<file path="src/rtl/cpu_mem_pkg.sv">
// Shared encodings for the memory stage: op codes, LSU FSM states and
// small op-classification helpers.
package cpu_mem_pkg;

  typedef enum logic [3:0] {
    MEM_NONE = 4'd0,
    MEM_LB   = 4'd1,
    MEM_LH   = 4'd2,
    MEM_LW   = 4'd3,
    MEM_LBU  = 4'd4,
    MEM_LHU  = 4'd5,
    MEM_SB   = 4'd6,
    MEM_SH   = 4'd7,
    MEM_SW   = 4'd8
  } mem_op_e;

  typedef enum logic [1:0] {
    ST_IDLE,
    ST_REQ,
    ST_WAIT,
    ST_DONE
  } lsu_state_e;

  // Codes 9..15 fall to default and behave as NONE.
  function automatic logic is_load(input logic [3:0] op);
    case (op)
      MEM_LB, MEM_LH, MEM_LW, MEM_LBU, MEM_LHU: return 1'b1;
      default:                                  return 1'b0;
    endcase
  endfunction

  function automatic logic is_store(input logic [3:0] op);
    case (op)
      MEM_SB, MEM_SH, MEM_SW: return 1'b1;
      default:                return 1'b0;
    endcase
  endfunction

  function automatic logic is_misaligned(input logic [3:0] op, input logic [1:0] a);
    case (op)
      MEM_LW, MEM_SW:          return a != 2'b00;
      MEM_LH, MEM_LHU, MEM_SH: return a[0];
      default:                 return 1'b0;
    endcase
  endfunction

endpackage

</file>
<file path="src/rtl/mem_load_ext.sv">
// Load lane select and sign/zero extension of a returned data word.
module mem_load_ext
  import cpu_mem_pkg::*;
(
  input  logic [3:0]  i_op,
  input  logic [1:0]  i_addr,
  input  logic [31:0] i_word,
  output logic [31:0] o_data
);

  logic [7:0]  w_byte;
  logic [15:0] w_half;

  always_comb begin
    w_byte = '0;
    w_half = '0;
    o_data = i_word;
    unique case (i_addr)
      2'd0:    w_byte = i_word[7:0];
      2'd1:    w_byte = i_word[15:8];
      2'd2:    w_byte = i_word[23:16];
      default: w_byte = i_word[31:24];
    endcase
    w_half = i_addr[1] ? i_word[31:16] : i_word[15:0];
    case (i_op)
      MEM_LB:  o_data = {{24{w_byte[7]}}, w_byte};
      MEM_LBU: o_data = {24'h0, w_byte};
      MEM_LH:  o_data = {{16{w_half[15]}}, w_half};
      MEM_LHU: o_data = {16'h0, w_half};
      default: o_data = i_word;
    endcase
  end

endmodule

</file>
<file path="src/rtl/mem_stage_lsu.sv">
// Memory-access stage: drives the data-memory handshake, stalls upstream while
// an access is outstanding and presents a bubble to MEM/WB during stalls.
module mem_stage_lsu
  import cpu_mem_pkg::*;
#(
  parameter int unsigned ADDR_W = 32
) (
  input  logic              clk_i,
  input  logic              rst_n_i,
  input  logic              ex_have_inst,
  input  logic [31:0]       ex_pc,
  input  logic [4:0]        ex_wr,
  input  logic              ex_rf_we,
  input  logic [3:0]        ex_mem_op,
  input  logic [31:0]       ex_aluc,
  input  logic [31:0]       ex_rf_wdata,
  input  logic [31:0]       ex_store_data,
  output logic              dmem_req,
  output logic              dmem_we,
  output logic [ADDR_W-1:0] dmem_addr,
  output logic [3:0]        dmem_be,
  output logic [31:0]       dmem_wdata,
  input  logic              dmem_ready,
  input  logic              dmem_rvalid,
  input  logic [31:0]       dmem_rdata,
  output logic              mem_stall,
  output logic              mem_misalign,
  output logic              mem_have_inst,
  output logic              mem_rf_we,
  output logic [4:0]        mem_wr,
  output logic [31:0]       mem_pc,
  output logic [31:0]       mem_rf_wdata
);

  lsu_state_e        r_state;
  logic [31:0]       r_ld_buf;
  logic [1:0]        r_ld_shift;

  logic [ADDR_W-1:0] w_addr;
  logic              w_load;
  logic              w_store;
  logic              w_misalign;
  logic              w_access;
  logic              w_bus;
  logic [3:0]        w_be;
  logic [31:0]       w_wdata;
  logic [31:0]       w_ext;

  assign w_addr     = ex_aluc[ADDR_W-1:0];
  assign w_load     = ex_have_inst & is_load(ex_mem_op);
  assign w_store    = ex_have_inst & is_store(ex_mem_op);
  assign w_misalign = (w_load | w_store) & is_misaligned(ex_mem_op, w_addr[1:0]);
  assign w_access   = (w_load | w_store) & ~w_misalign;
  assign w_bus      = ((r_state == ST_IDLE) & w_access) | (r_state == ST_REQ);

  always_comb begin
    w_be    = 4'b1111;
    w_wdata = ex_store_data;
    case (ex_mem_op)
      MEM_SB: begin
        w_be    = 4'(4'b0001 << w_addr[1:0]);
        w_wdata = {4{ex_store_data[7:0]}};
      end
      MEM_SH: begin
        w_be    = w_addr[1] ? 4'b1100 : 4'b0011;
        w_wdata = {2{ex_store_data[15:0]}};
      end
      default: ;
    endcase
  end

  mem_load_ext u_load_ext (
    .i_op   (ex_mem_op),
    .i_addr (r_ld_shift),
    .i_word (r_ld_buf),
    .o_data (w_ext)
  );

  // Outputs are combinational so stores and pass-through ops finish in-cycle;
  // asserting reset forces everything low regardless of the ex_* inputs.
  always_comb begin
    dmem_req      = 1'b0;
    dmem_we       = 1'b0;
    dmem_addr     = '0;
    dmem_be       = '0;
    dmem_wdata    = '0;
    mem_stall     = 1'b0;
    mem_misalign  = 1'b0;
    mem_have_inst = 1'b0;
    mem_rf_we     = 1'b0;
    mem_wr        = '0;
    mem_pc        = '0;
    mem_rf_wdata  = '0;
    if (rst_n_i) begin
      if (w_bus) begin
        dmem_req   = 1'b1;
        dmem_we    = w_store;
        dmem_addr  = {w_addr[ADDR_W-1:2], 2'b00};
        dmem_be    = w_be;
        dmem_wdata = w_store ? w_wdata : '0;
        mem_stall  = ~(w_store & dmem_ready);
      end else begin
        mem_stall  = (r_state == ST_WAIT);
      end
      mem_misalign = (r_state == ST_IDLE) & w_misalign;
      if (!mem_stall) begin
        mem_wr       = ex_wr;
        mem_pc       = ex_pc;
        mem_rf_wdata = ex_rf_wdata;
        if (r_state == ST_DONE) begin
          mem_have_inst = 1'b1;
          mem_rf_we     = ex_rf_we;
          mem_rf_wdata  = w_ext;
        end else if (w_bus || w_misalign) begin
          mem_have_inst = 1'b1;
        end else begin
          mem_have_inst = ex_have_inst;
          mem_rf_we     = ex_have_inst & ex_rf_we;
        end
      end
    end
  end

  always_ff @(posedge clk_i or negedge rst_n_i) begin
    if (!rst_n_i) begin
      r_state    <= ST_IDLE;
      r_ld_buf   <= '0;
      r_ld_shift <= '0;
    end else begin
      unique case (r_state)
        ST_IDLE: begin
          if (w_access && !(w_store && dmem_ready)) begin
            r_ld_shift <= w_addr[1:0];
            r_state    <= dmem_ready ? ST_WAIT : ST_REQ;
          end
        end
        ST_REQ: begin
          if (dmem_ready) r_state <= w_store ? ST_IDLE : ST_WAIT;
        end
        ST_WAIT: begin
          if (dmem_rvalid) begin
            r_ld_buf <= dmem_rdata;
            r_state  <= ST_DONE;
          end
        end
        ST_DONE: r_state <= ST_IDLE;
      endcase
    end
  end

endmodule

</file>
<file path="config.mk">
export PLATFORM = sky130hd
export DESIGN_NAME = mem_stage_lsu
export DESIGN_NICKNAME = d
export VERILOG_FILES = /design/src/rtl/cpu_mem_pkg.sv /design/src/rtl/mem_load_ext.sv /design/src/rtl/mem_stage_lsu.sv
export SDC_FILE = /design/constraint.sdc
export NUM_CORES = 1
export LEC_CHECK = 0
export ABC_AREA = 1
export CAP_MARGIN = 5
export CORE_AREA = 2 2 125 127
export DETAILED_ROUTE_END_ITERATION = 8
export DIE_AREA = 0 0 127 129
export GPL_TIMING_DRIVEN = 0
export PLACE_DENSITY_LB_ADDON = 0.3
export SLEW_MARGIN = 10
export SYNTH_ARGS = -nofsm -noshare
export SYNTH_HDL_FRONTEND = slang
export SYNTH_HIERARCHICAL = 1
export SYNTH_SLANG_ARGS = --single-unit
</file>
<file path="constraint.sdc">
create_clock -name clk_i -period 2.6 [get_ports clk_i]
set_clock_uncertainty 0.1 [all_clocks]
set_input_delay 0.65 -clock clk_i [delete_from_list [all_inputs] [get_ports clk_i]]
set_output_delay 0.65 -clock clk_i [all_outputs]
set_load 0.05 [all_outputs]
</file>
---- Word-level counts from Yosys, hierarchy flattened ----
Index checks and enable logic that the tools add are counted.
word-level totals
  register bits ........................... 36
  input port bits ......................... 175
  logic and storage cells ................. 91
operators by class
  equal/unequal tests ..................... 16
  bitwise gates (word level) .............. 12
  muxes and demuxes ....................... 45
  shift-type cells ........................ 1
  reduce and logical (&&, ||, !) cells .... 14
operators with widths
  kind                 count
  $mux 32              10
  $pmux 32 s4          1
  $pmux 32 s2          1
  $pmux 8 s3           1
  $mux 1               18
  $eq 4x3->1 const B   4
  $mux 16              1
  $mux 4               3
  $mux 2               5
  $mux 5               2
  $and 1x1->1          8
  $eq 4x2->1 const B   2
  $pmux 2 s4           1
  $pmux 4 s2           1
  $eq 2x2->1 const B   3
  $reduce_or 3->1      2
  $reduce_or 5->1      1
  $eq 2x1->1 const B   2
  $eq 4x1->1 const B   1
  $eq 4x4->1 const B   1
  $logic_not 2->1      2
  $ne 2x2->1 const B   2
  $reduce_and 2->1     2
  $shl 1x2->4 const A  1
  10 further kinds     13

---- Logic depth before layout (Yosys ltp) ----
Gate-level depths: netlist of run 1.
  word-level depth ........................ 15
  depth in mapped cells ................... 12
  mapped depth without buffers ............ 12

---- By module ----
Netlist of run 1, hierarchy kept.
modules (own cells, without submodules)
  module         area each (µm²)  cells an instance  times used
  mem_stage_lsu  3387.0           511                1
  mem_load_ext   1027.2           205                1

---- Worst setup path after synthesis of run 1 ----
Ideal clock, no wire load.
  path kind ............................... input to output
  start ................................... input ex_mem_op[2]
  end ..................................... output dmem_wdata[15]
  arrival time ............................ 2.835 ns
  path buffers ............................ 1
  setup slack ............................. -0.985 ns
  stages on the path ...................... 7
  cells stage by stage .................... inv_2 nor2_4 nand2_2 clkbuf_1 nor2_1 o21bai_1 nor4_1
between the ends
  cells in the longest elaborated chain, start to end .. 12
  elaborated cells between the ends (all ways) .. 27
  those cells by class .................... eq/ne (8); mux (7); bitwise (8); reduce/logical (4)
RTL lines
  item                                                line                                      text
  start, declared                                     mem_stage_lsu.sv:14                       input logic [3:0] ex_mem_op,
  $eq 4x2->1, or another cell as far along            cpu_mem_pkg.sv:26, cpu_mem_pkg.sv:40
  $reduce_or 5->1 or $reduce_or 3->1 (tied branches)  cpu_mem_pkg.sv:26, cpu_mem_pkg.sv:33
  $mux 1, on equally long branches                    cpu_mem_pkg.sv:26, cpu_mem_pkg.sv:33
  $and 1x1->1, on equally long branches               mem_stage_lsu.sv:50, mem_stage_lsu.sv:51
  $or 1x1->1                                          mem_stage_lsu.sv:52, mem_stage_lsu.sv:53
  $and 1x1->1                                         mem_stage_lsu.sv:52                       assign w_misalign = (w_load | w_store) & is_misaligned(ex_mem_op, w_addr[1:0]);
  $not 1->1                                           mem_stage_lsu.sv:53                       assign w_access = (w_load | w_store) & ~w_misalign;
  $and 1x1->1                                         mem_stage_lsu.sv:53
  $and 1x1->1                                         mem_stage_lsu.sv:54                       assign w_bus = ((r_state == ST_IDLE) & w_access) | (r_state == ST_REQ);
  $or 1x1->1                                          mem_stage_lsu.sv:54
  $mux 32 *                                           mem_stage_lsu.sv:95                       if (w_bus) begin
  $mux 32 *                                           mem_stage_lsu.sv:94                       if (rst_n_i) begin
  end, declared                                       mem_stage_lsu.sv:22                       output logic [31:0] dmem_wdata,
Mark *: on every way between the ends. The rest lies on a longest branch, timed or not.

---- Worst setup path after layout of run 1 ----
  start ................................... input ex_mem_op[0]
  end ..................................... output mem_have_inst
between the ends
  cells in the longest elaborated chain, start to end .. 15
  elaborated cells between the ends (all ways) .. 32
  those cells by class .................... eq/ne (8); mux (9); bitwise (10); reduce/logical (5)
RTL lines
  item                                                line                                      text
  $eq 4x2->1, or another cell as far along            cpu_mem_pkg.sv:26, cpu_mem_pkg.sv:40
  $reduce_or 5->1 or $reduce_or 3->1 (tied branches)  cpu_mem_pkg.sv:26, cpu_mem_pkg.sv:33
  $mux 1, on equally long branches                    cpu_mem_pkg.sv:26, cpu_mem_pkg.sv:33
  $and 1x1->1, on equally long branches               mem_stage_lsu.sv:50, mem_stage_lsu.sv:51
  $or 1x1->1                                          mem_stage_lsu.sv:52, mem_stage_lsu.sv:53
  $and 1x1->1                                         mem_stage_lsu.sv:52
  $not 1->1                                           mem_stage_lsu.sv:53
  $and 1x1->1                                         mem_stage_lsu.sv:53
  $and 1x1->1                                         mem_stage_lsu.sv:54
  $or 1x1->1                                          mem_stage_lsu.sv:54
  $logic_or 1x1->1                                    mem_stage_lsu.sv:114                      end else if (w_bus || w_misalign) begin
  $mux 1                                              mem_stage_lsu.sv:114
  $mux 1                                              mem_stage_lsu.sv:110                      if (r_state == ST_DONE) begin
  $mux 1 *                                            mem_stage_lsu.sv:106                      if (!mem_stall) begin
  $mux 1 *                                            mem_stage_lsu.sv:94
  end, declared                                       mem_stage_lsu.sv:28                       output logic mem_have_inst,
Mark *: on every way between the ends. The rest lies on a longest branch, timed or not. The select of a mux whose other input is x is not followed.

==> key figures, run 1 <==
Synth
  – Post-synth cell types: 36
  – Synth area leaders: dfrtp_1 (20%), nand2_1 (13%), nor2_1 (12%)
  – Post-synth top area share: between 20% and 30%
  – Yosys Warn Count: 6
  – Post-Syn Area per Cell: 6.17 um2
  – Cell area after synthesis: roughly 4400 um2
  – Mapped Cells: 716
  – Synth area leader: dfrtp_1
  – Sequential share of the synthesized area: 20.4%
  – FF+latch count, synth: 36

STA
  – Final setup viols: 140
  – Slack of the critical path: -400 ps
  – RSZ-0062 raised after global routing: true
  – Fin. Hold Viols: 0
  – Final worst-path cycle share: 115%
  – Max-slew violation count: 0
  – Hold slack: around 170 ps
  – Highest clock rate: approximately 330 MHz
  – Minimum clock period: roughly 3000 ps

Global route
  – Largest net degree at the start of global routing: 22
  – GR Overflow Total: 0
  – Initial antenna violation count: 0
  – Global-route wire length before repair: 32,100 um
  – GRT Total Usage: between 20% and 30%
  – Vias in the first global route: between 5,000 and 6,000

Worst setup path
  – Slowest library cell on the worst path: buf_12
  – CP Data Arrival Time: roughly 2300 ps
  – Setup crit start kind: input pin
  – WP buf/inv: 6
  – Critical path class: in2out
  – Cell mode on critical path: buf_6
  – Crit path required time: 1850 ps
  – Max Fanout on Critical Path: 6
  – CP peak stage delay: 170 ps
  – Setup slack, reg-to-reg: 730 ps
  – Worst setup EP type: primary output
  – Worst reg2reg endpoint: r_ld_buf[8]$_DFFE_PN0P_
  – Worst path top cell family by delay: buffers and inverters
  – Worst Reg-to-Reg Cells: 5
  – CP Cell Sequence: buf_12, nor2_4, nand2_1, nand2_1, nand2_4, nand2_4, o21ai_4, buf_6, nand3_4, nand3_4, buf_12, buf_6, buf_4, nor2_4, buf_6
  – Reg2reg start: r_state[1]$_DFFE_PN0P_

Detailed routing
  – DRC violations left: 0
  – Number of vias per cell: ~4.8
  – Drt pass-1 iters: 6
  – Mean routed wirelength per cell: ~17 um
  – Via count: approximately 6,000
  – Routed Antenna Nets: 0
  – Routed wire length: between 20,000 and 25,000 um
  – 1st-iter DRT viols: about 310

Floorplanning
  – Die footprint: 16,400 um2
  – Initial core utilization: about 29%
  – Die width: 127 um
  – Std cell rows: 45
  – IO Count: between 300 and 400
  – Die height: around 130 um
  – Core Area: 15,000 um2

Pwr
  – Combinational share of power: 78.1%
  – Clock Power Share: between 8 and 9%
  – Pwr dens: 811 nW/um2
  – Static leakage: around 5 nW
  – Seq pwr share: roughly 14%
  – NetSw: around 4.3 mW
  – Internal power: between 4 and 5 mW
  – Sw Ratio: 51.0%
  – VDD IR max: about 0.0006 V

Layout
  – Multi-input logic area: roughly 4000 um2
  – Seq. cell area: 901 um2
  – Most frequent cells in the layout: clkdlybuf4s50_1 (166), nand2_1 (145), buf_6 (127)
  – Fillers: around 1,100
  – Layout overhead on the synthesized area: 138%
  – Fraction of layout cells with a size suffix above 1: between 40 and 50%
  – Most common cell after layout, fill and taps aside: clkdlybuf4s50_1
  – Diodes inserted: 0
  – Nets: between 1,000 and 1,500

Place
  – Post-DP HPWL: between 15,000 and 20,000 um
  – Placer congestion estimate: about 0.89
  – Post-Place Setup Slack: -1980 ps
  – I/O Buffers: 315

CTS
  – # H-tree levels: 2
  – Hold-fix buffers, CTS: 0
  – Clock sink count: 36
  – CTS max path bufs: 2
  – CTS tree: built
  – CTS Buf Count: 5
  – CTS root buf: clkbuf_16
  – Clk pin slew, worst setup/hold paths: ~60 ps
  – Worst-skew pair later-pin latency: 280 ps

Outcome
  – Status: complete, but fails checks
  – Failing checks: setup timing

Worst hold path
  – Hold WC Path Type: in2async

Flow run
  – Max cap viols: 0
==> sequential cells by signal, summed over array words and instances, names as in the netlist <==
name	cells
r_ld_shift	2
r_ld_buf	32
r_state	2
==> cell type report <==
type / instances / share of cell area [%]
Tap cell: 188 / 2.24
Clock inverter: 3 / 0.405
Buffer: 38 / 4.32
Inverter: 124 / 4.89
Timing Repair Buffer: 368 / 40.0
Clock buffer: 5 / 1.19
Multi-Input combinational cell: 517 / 38.4
Sequential cell: 36 / 8.57
==> how the worst max path moves through the flow <==
stage / end / cells past startpoint / slack [ps] / from
2_1_floorplan: dmem_wdata[16] / 12 / -460 / ex_mem_op[3]
3_3_place_gp: dmem_wdata[26] / 5 / -3500 / rst_n_i
3_5_place_dp: mem_pc[28] / 11 / -1980 / ex_mem_op[3]
4_1_cts: mem_pc[22] / 16 / -410 / ex_mem_op[3]
5_1_grt: mem_rf_wdata[5] / 15 / -470 / ex_mem_op[3]
6_report: mem_have_inst / 15 / -400 / ex_mem_op[0]
==> stage by stage <==
step / setup TNS [ps] / instance area (um2) / cells / util (%) / power (mW)
after detailed placement: -248550 / 8990 / 1221 / 60.0 / 6.56
after CTS: -42540 / 10100 / 1264 / 67.6 / 8.20
after global routing: -54100 / 10500 / 1279 / 70.2 / 8.93
after floorplan: -35760 / 5580 / 717 / - / 4.99
final: -43540 / 10500 / 1279 / 70.2 / 8.52
after global placement: -398120 / 8970 / 1220 / 59.9 / 6.49
==> power by group through the flow <==
stage	Sequential, mW	Combinational (mW)	Clock, mW
3_5_place_dp	1.18	5.38	0
4_1_cts	1.17	6.34	0.691
6_report	1.18	6.65	0.690
5_1_grt	1.22	6.99	0.719
2_1_floorplan	1.04	3.95	0
3_3_place_gp	1.17	5.32	0
==> routing by layer <==
metal / global-route usage [%] / vias up / part of all wire, %
li1: - / 2986 / -
met1: 28.9 / 2846 / 37
met2: 46.6 / 284 / 54
met3: 3.62 / 44 / 6.8
met4: 6.01 / 0 / 2.6
met5: 0 / - / 0
==> cells in the mapped netlist <==
cell type / instances
buf_1: 2
nand4_1: 1
nand2_4: 1
nor3_1: 17
and3_1: 1
nor2_2: 2
clkinv_1: 1
nand3_2: 23
a21oi_4: 1
conb_1: 1
nand2_2: 6
o21ai_0: 22
buf_2: 13
nor2_4: 3
o21a_1: 2
nand3b_1: 1
inv_2: 4
o211ai_1: 7
dfrtp_1: 36
mux2_2: 32
o21bai_1: 2
a21oi_1: 15
nand3b_4: 1
o21ai_2: 1
or2_1: 1
mux2i_1: 30
o21a_2: 1
nor4_1: 2
clkbuf_1: 11
nand2_1: 150
buf_4: 6
or2_2: 8
inv_1: 119
nand3_1: 45
nor2_1: 140
buf_6: 8
==> cells by family (layout without fill, tap and decap cells) <==
kind of cell           Yosys count  after routing  synth area share (%)
AO/OA/AOI/OAI                   51             51                  6.83
buffers and inverters          164            538                  16.2
flip-flops                      36             36                  20.4
multiplexers                    62             62                  15.0
other                            1              2                0.0850
AND/OR/NAND/NOR                402            402                  41.5
==> worst register-to-register path, delay by kind of cell, from the launching register on <==
kind                   cells  cell delay (ps)
multiplexers               1              380
flip-flops                 1              420
buffers and inverters      2              560
AND/OR/NAND/NOR            2              280
==> repair_timing <==
| item | CTS | global route |
|---|---|---|
| setup endpoints to repair | 141 | 141 |
| gates cloned | 8 | 3 |
| pin swaps | 24 | 18 |
| setup buffers | 28 | 14 |
| resized for setup | 1108 | 76 |
Note: power is estimated with default switching activity, not from simulation.
==> inputs of run 2 (changes only) <==
CAP_MARGIN = unset   (was 5)
==> results of run 2 <==
Same layout as run 1: the final DEF is identical, and so are final timing and power.
